### config.mk
export PLATFORM = sky130hd
export DESIGN_NAME = video_timing_recover
export DESIGN_NICKNAME = d
export VERILOG_FILES = /design/src/rtl/video_timing_pkg.sv /design/src/rtl/sync_edge_detect.sv /design/src/rtl/video_timing_recover.sv
export SDC_FILE = /design/constraint.sdc
export NUM_CORES = 1
export LEC_CHECK = 0
export ABC_AREA = 1
export CAP_MARGIN = 20
export CORE_MARGIN = 1
export CORE_UTILIZATION = 54
export CTS_CLUSTER_DIAMETER = 120
export CTS_CLUSTER_SIZE = 8
export DETAILED_ROUTE_END_ITERATION = 6
export PLACE_DENSITY = 0.8
export SYNTH_ARGS = -nofsm -noshare
export SYNTH_HDL_FRONTEND = slang
export SYNTH_SLANG_ARGS = --single-unit
export TNS_END_PERCENT = 1
### constraint.sdc
create_clock -name pixel_clk_in -period 2.1 [get_ports pixel_clk_in]
set_input_delay 0.42 -clock pixel_clk_in [delete_from_list [all_inputs] [get_ports pixel_clk_in]]
set_output_delay 0.42 -clock pixel_clk_in [all_outputs]
set_load 0.02 [all_outputs]
### src/rtl/video_timing_pkg.sv
`default_nettype none
// video_timing_pkg: shared FSM state and lock-loss reason encodings for video_timing_recover.
// Revision 1.0
package video_timing_pkg;

  typedef enum logic [1:0] {
    ST_SEARCH  = 2'd0,
    ST_ACQUIRE = 2'd1,
    ST_LOCKED  = 2'd2
  } state_e;

  typedef enum logic [2:0] {
    RSN_NONE       = 3'd0,
    RSN_WIDTH      = 3'd1,
    RSN_PERIOD     = 3'd2,
    RSN_HS_MISSING = 3'd3,
    RSN_AD_IN_VS   = 3'd4,
    RSN_LINES      = 3'd5
  } reason_e;

endpackage
`default_nettype wire

### src/rtl/sync_edge_detect.sv
`default_nettype none
// sync_edge_detect: registers one input and flags rising/falling edges against its previous sample.
// Revision 1.0
module sync_edge_detect (
  input  logic clk_i,
  input  logic rst_ni,
  input  logic d_i,
  output logic q_o,
  output logic rise_o,
  output logic fall_o
);

  logic sync_q;
  logic prev_q;

  always_ff @(posedge clk_i or negedge rst_ni) begin
    if (!rst_ni) begin
      sync_q <= 1'b0;
      prev_q <= 1'b0;
    end else begin
      sync_q <= d_i;
      prev_q <= sync_q;
    end
  end

  assign q_o    = sync_q;
  assign rise_o = sync_q & ~prev_q;
  assign fall_o = ~sync_q & prev_q;

endmodule
`default_nettype wire

### src/rtl/video_timing_recover.sv
`default_nettype none
// video_timing_recover: recovers pixel/line counts from hs/vs/ad, measures timing and tracks lock.
// Revision 1.0
module video_timing_recover
  import video_timing_pkg::*;
#(
  parameter int ACTIVE_H_PIXELS = 1280,
  parameter int TOTAL_WIDTH     = 1650,
  parameter int ACTIVE_LINES    = 720,
  parameter int LOCK_FRAMES     = 4
) (
  input  logic                              pixel_clk_in,
  input  logic                              rst_n_in,
  input  logic                              hs_in,
  input  logic                              vs_in,
  input  logic                              ad_in,
  output logic [$clog2(TOTAL_WIDTH)-1:0]    hcount_out,
  output logic [$clog2(ACTIVE_LINES+1)-1:0] vcount_out,
  output logic                              ad_out,
  output logic                              nf_out,
  output logic                              locked_out,
  output logic                              err_out,
  output logic [$clog2(TOTAL_WIDTH+1)-1:0]  meas_width_out,
  output logic [$clog2(TOTAL_WIDTH+1)-1:0]  meas_period_out,
  output logic [$clog2(ACTIVE_LINES+1)-1:0] meas_lines_out
);

  localparam int HW = $clog2(TOTAL_WIDTH);
  localparam int PW = $clog2(TOTAL_WIDTH + 1);
  localparam int VW = $clog2(ACTIVE_LINES + 1);
  localparam int GW = $clog2(LOCK_FRAMES + 1);

  localparam logic [PW-1:0] C_ACT_W = PW'(ACTIVE_H_PIXELS);
  localparam logic [PW-1:0] C_TOT   = PW'(TOTAL_WIDTH);
  localparam logic [VW-1:0] C_LINES = VW'(ACTIVE_LINES);
  localparam logic [GW-1:0] C_LOCK  = GW'(LOCK_FRAMES);

  logic hs_sync, hs_rise, hs_fall;
  logic vs_sync, vs_rise, vs_fall;
  logic ad_sync, ad_rise, ad_fall;
  logic unused_sync;

  sync_edge_detect u_hs (.clk_i(pixel_clk_in), .rst_ni(rst_n_in), .d_i(hs_in),
                         .q_o(hs_sync), .rise_o(hs_rise), .fall_o(hs_fall));
  sync_edge_detect u_vs (.clk_i(pixel_clk_in), .rst_ni(rst_n_in), .d_i(vs_in),
                         .q_o(vs_sync), .rise_o(vs_rise), .fall_o(vs_fall));
  sync_edge_detect u_ad (.clk_i(pixel_clk_in), .rst_ni(rst_n_in), .d_i(ad_in),
                         .q_o(ad_sync), .rise_o(ad_rise), .fall_o(ad_fall));

  assign unused_sync = hs_sync ^ hs_fall ^ vs_fall;

  state_e        state_q, state_d;
  logic [GW-1:0] good_q, good_d, good_inc;
  logic [HW-1:0] hcount_q, hcount_d;
  logic [PW-1:0] wcnt_q, wcnt_d;
  logic [PW-1:0] pcnt_q, pcnt_d, period_cap;
  logic [VW-1:0] vcnt_q, vcnt_d;
  logic [PW-1:0] meas_width_q, meas_width_d;
  logic [PW-1:0] meas_period_q, meas_period_d;
  logic [VW-1:0] meas_lines_q, meas_lines_d;
  logic          hs_seen_q, hs_seen_d;
  logic          frame_dirty_q, frame_dirty_d;
  reason_e       reason;
  logic          dirty;

  // Saturated counter means the span already exceeds a full line, so report exactly TOTAL_WIDTH.
  assign period_cap = (pcnt_q == C_TOT) ? C_TOT : pcnt_q + 1'b1;
  assign good_inc   = good_q + 1'b1;

  always_comb begin
    reason = RSN_NONE;
    if (pcnt_q == C_TOT)                                  reason = RSN_HS_MISSING;
    else if (hs_rise && hs_seen_q && period_cap != C_TOT) reason = RSN_PERIOD;
    else if (ad_fall && wcnt_q != C_ACT_W)                reason = RSN_WIDTH;
    else if (ad_sync && vs_sync)                          reason = RSN_AD_IN_VS;
    else if (vs_rise && vcnt_q != C_LINES)                reason = RSN_LINES;
  end

  assign dirty = (reason != RSN_NONE);

  always_comb begin
    hcount_d = hcount_q;
    if (ad_rise)                         hcount_d = '0;
    else if (ad_sync && hcount_q != '1)  hcount_d = hcount_q + 1'b1;

    wcnt_d = wcnt_q;
    if (ad_rise)                         wcnt_d = PW'(1);
    else if (ad_sync && wcnt_q != '1)    wcnt_d = wcnt_q + 1'b1;

    pcnt_d = pcnt_q;
    if (hs_rise)                         pcnt_d = '0;
    else if (pcnt_q != C_TOT)            pcnt_d = pcnt_q + 1'b1;

    vcnt_d = vcnt_q;
    if (vs_rise)                         vcnt_d = '0;
    else if (ad_fall && vcnt_q != '1)    vcnt_d = vcnt_q + 1'b1;

    meas_width_d  = ad_fall ? wcnt_q : meas_width_q;
    meas_period_d = (hs_rise && hs_seen_q) ? period_cap : meas_period_q;
    meas_lines_d  = vs_rise ? vcnt_q : meas_lines_q;
    frame_dirty_d = vs_rise ? 1'b0 : (frame_dirty_q | dirty);
    // Dropping out of lock restarts the period measurement from scratch.
    hs_seen_d     = (state_q == ST_LOCKED && dirty) ? 1'b0 : (hs_seen_q | hs_rise);
  end

  always_comb begin
    state_d = state_q;
    good_d  = good_q;
    case (state_q)
      ST_SEARCH: begin
        if (vs_rise) begin
          state_d = ST_ACQUIRE;
          good_d  = '0;
        end
      end
      ST_ACQUIRE: begin
        if (vs_rise) begin
          if (frame_dirty_q || dirty) begin
            good_d = '0;
          end else begin
            good_d = good_inc;
            if (good_inc == C_LOCK) state_d = ST_LOCKED;
          end
        end
      end
      ST_LOCKED: begin
        if (dirty) begin
          state_d = ST_SEARCH;
          good_d  = '0;
        end
      end
      default: begin
        state_d = ST_SEARCH;
        good_d  = '0;
      end
    endcase
  end

  always_ff @(posedge pixel_clk_in or negedge rst_n_in) begin
    if (!rst_n_in) begin
      state_q       <= ST_SEARCH;
      good_q        <= '0;
      hcount_q      <= '0;
      wcnt_q        <= '0;
      pcnt_q        <= '0;
      vcnt_q        <= '0;
      meas_width_q  <= '0;
      meas_period_q <= '0;
      meas_lines_q  <= '0;
      hs_seen_q     <= 1'b0;
      frame_dirty_q <= 1'b0;
    end else begin
      state_q       <= state_d;
      good_q        <= good_d;
      hcount_q      <= hcount_d;
      wcnt_q        <= wcnt_d;
      pcnt_q        <= pcnt_d;
      vcnt_q        <= vcnt_d;
      meas_width_q  <= meas_width_d;
      meas_period_q <= meas_period_d;
      meas_lines_q  <= meas_lines_d;
      hs_seen_q     <= hs_seen_d;
      frame_dirty_q <= frame_dirty_d;
    end
  end

  assign hcount_out      = hcount_d;
  assign vcount_out      = vcnt_q;
  assign ad_out          = ad_sync;
  assign nf_out          = vs_rise;
  assign locked_out      = (state_q == ST_LOCKED) && !dirty;
  assign err_out         = (state_q == ST_LOCKED) && dirty;
  assign meas_width_out  = meas_width_q;
  assign meas_period_out = meas_period_q;
  assign meas_lines_out  = meas_lines_q;

endmodule
`default_nettype wire

==> impl_metrics.yaml <==
drt:
  routedWlPerCell_um: 15.3
  first_pass_iters: 5
  drc: 0
  postRouteWirelength_um: 11800
  drt-vias-per-instance: 5.41
  vias: 4193
  drtIter0Drc: 333
  ant_nets: 0
synthesis:
  yosys.area_share.adder_pct: 2.69
  postSynthAreaPerCell_um2: 8.21
  postSynthCellCount: 510
  synth_compound_area_share_pct: 9.80
  synth_seq_cells: 88
  synth.distinct_cells: 29
  synthMuxAreaShare_pct: 0
  syn_nets: 524
  netlist_area_um2: 4190
  synth_top_family_by_area: "simple AND/OR/NAND/NOR gates"
  synth_warnings: 0
  yosysSeqAreaShare_pct: 52.6
  yosys.area.top_type: "dfrtp_1"
  synth_xor_area_share_pct: 1.88
  synth_top_area_share_pct: 52.6
  synth_area_leaders: "dfrtp_1 53%, nand2_1 11%, o21ai_0 6.5%, inv_1 6.0%, nor2_1 4.8%"
  yosys.area_share.simple_pct: 25.8
grt:
  overflow: 0
  grt_pass1_wl_um: 18300
  grt_max_degree: 63
  grt_usage_pct: 28.2
  grt_pass1_vias: 4054
  antenna_found_initial: 0
placement:
  dp_hpwl_um: 7710
  port_buffers: 61
  place_area_um2: 5540
  post-place-ws_ns: -0.502
  gp_congestion: 0.893
clocking:
  cts_max_level: 3
  clk_pin_slew_ns: 0.09
  cts_inserted_buffers: 9
  clock_sinks: 88
  tritoncts: "yes"
  clockBufferDepth: 2
  clock_latency_ns: 0.36
  cts-root-buf: "clkbuf_8"
floorplanning:
  start_util_pct: 56.8
  io_pins: 62
  rows: 31
  die_w_um: 90.1
  die_h_um: 90.1
  fp.coreArea_um2: 7370
  die_area_um2: 8110
sta:
  setup-violations-final: 15
  worstMarginPinSlew_ns: 0.540
  max_freq_mhz: 390
  finalMaxSlewViolations: 0
  min_period_ns: 2.57
  period_share_pct: 122
  slew_headroom_pct: 64.0
  hold_slack_ns: 0.392
  fin_ws_ns: -0.467
  skew_ns: 0.00923
  rsz0062_at_grt: "yes"
  hold_violations: 0
setup_path:
  critPathRequiredTime_ns: 1.68
  cpMaxStageDelayCell: "dfrtp_1"
  end_kind: "primary output"
  worstSetupStartpointType: "register"
  cp_cell_sequence: "inv_1 > nand2_1 > nor2_1 > nand3_4 > nand2_4 > nand2_1 > nor2_2 > nand3_2 > nand2_4 > nand3_4 > inv_2 > buf_6"
  crit_family: "simple AND/OR/NAND/NOR gates"
  critical_path.max_stage_delay_ns: 0.46
  critPathArrivalTime_ns: 2.15
  critPathMaxFanout: 5
  critPathKind: "reg -> out"
  crit_buf_inv: 3
pwr:
  pwr_density_cell_nw_per_um2: 698
  p_switching_mw: 1.27
  power.share.clock_pct: 29.7
  vdd_ir_drop_max_uv: 499
  swShare_pct: 30.0
  p_leak_nw: 2.84
  power_frac_seq_pct: 46.0
  comb_power_share_pct: 24.3
  p_int_mw: 2.96
final_layout:
  drive_gt1_share_pct: 26.0
  final_common_cell: "nand2_1"
  fin_area_um2: 6050
  area_growth_pct: 44.4
  utilization_pct: 82.1
  layout_common_cells: "115 x nand2_1, 104 x buf_4, 86 x dfrtp_1, 64 x inv_1, 52 x o21ai_0"
  fill_cells: 418
  antenna-diode-count: 0
  fin_nets: 686
outcome:
  failed_checks: "setup timing"
  run_status: "finished, violations left"
flow_run:
  maxCapViolCount: 0
worst_hold_path:
  hold_class: "reg -> reg"
[routing by layer]
| metal | global-route usage [%] | routed length (um) | share of wire (%) | vias up |
|---|---|---|---|---|
| met4 | 13.0 | 388 | 3.3 | 0 |
| met2 | 49.9 | 6180 | 52 | 178 |
| met3 | 3.72 | 640 | 5.4 | 44 |
| met5 | 0 | 0 | 0 | - |
| met1 | 34.2 | 4640 | 39 | 2015 |
| li1 | - | - | - | 1956 |
[logic make-up (layout without fill, tap and decap cells)]
kind of cell / after synthesis / after routing
flops: 88 / 88
fa+ha+maj: 9 / 9
compound gates: 79 / 79
xor+xnor: 9 / 9
simple gates: 244 / 244
buf+inv: 81 / 247
[power by group through the flow]
| stage | Combinational (mW) | Sequential [mW] | Clock, mW |
|---|---|---|---|
| floorplan | 0.325 | 2.02 | 0 |
| global placement | 0.840 | 1.94 | 0 |
| detailed placement | 0.871 | 1.95 | 0 |
| CTS | 0.909 | 1.92 | 1.25 |
| global route | 1.11 | 1.96 | 1.33 |
| finish | 1.03 | 1.94 | 1.26 |
[cell usage after synthesis]
master    instances
nand2_1         121
dfrtp_1          88
inv_1            67
nor2_1           54
o21ai_0          54
nand3_1          26
a21oi_1          17
nor3_1           17
clkbuf_1         10
ha_1              9
xor2_1            8
nor4_1            6
nand3_2           4
nand4_1           4
nor2_2            4
inv_2             3
o21ai_1           3
nand2_4           2
nor3b_1           2
o21a_1            2
a21boi_0          1
clkinv_1          1
nand2_2           1
nand3_4           1
nand3b_1          1
nor4_2            1
o211a_1           1
o21bai_1          1
xnor2_1           1
[path summary, 6_finish.rpt]
kind	slack, ns	cells after the start	to	startpoint
worst min register to register	0.39	0	u_hs.prev_q	u_hs.q_o
worst max register to register	-0.09	16	state_q[0]	pcnt_q[3]
worst max-delay path	-0.47	12	locked_out	pcnt_q[3]
max in group asynchronous	0.98	3	hcount_q[2]	rst_n_in
worst min-delay path	0.39	0	u_hs.prev_q	u_hs.q_o
min in group asynchronous	0.49	2	pcnt_q[7]	rst_n_in
[sequential cells by signal, indices dropped and copies added (netlist names), 3 cells and up]
signal,count
meas_lines_out,10
hcount_q,11
meas_period_out,11
good_q,3
pcnt_q,11
meas_width_out,11
vcount_out,10
wcnt_q,11
[timing repair]
item | in CTS | in global routing
gates resized for setup | 92 | 32
hold buffers | 1 | 0
pin swaps | 16 | 15
hold endpoints to repair | 26 | 0
buffers inserted | 7 | 7
setup endpoints to repair | 13 | 25
[metrics by stage]
stage                     total power [mW]  instances  setup TNS [ns]
after detailed placement              2.82        745           -5.14
after global placement                2.78        745           -4.28
after CTS                             4.08        768           -3.40
after global routing                  4.39        775           -6.47
final                                 4.23        775           -3.96
after floorplan                       2.34        510          -0.126
[cell type report]
type	count	area, um^2	share of cell area, %
sequential	88	2200	36.4
multi-input combinational	341	1870	30.9
timing repair buffer	161	1380	22.9
tap	99	124	2.05
clock inverter	4	70.1	1.16
inverter	71	267	4.41
clock buffer	11	131	2.17
(Power assumes the default switching activity.)
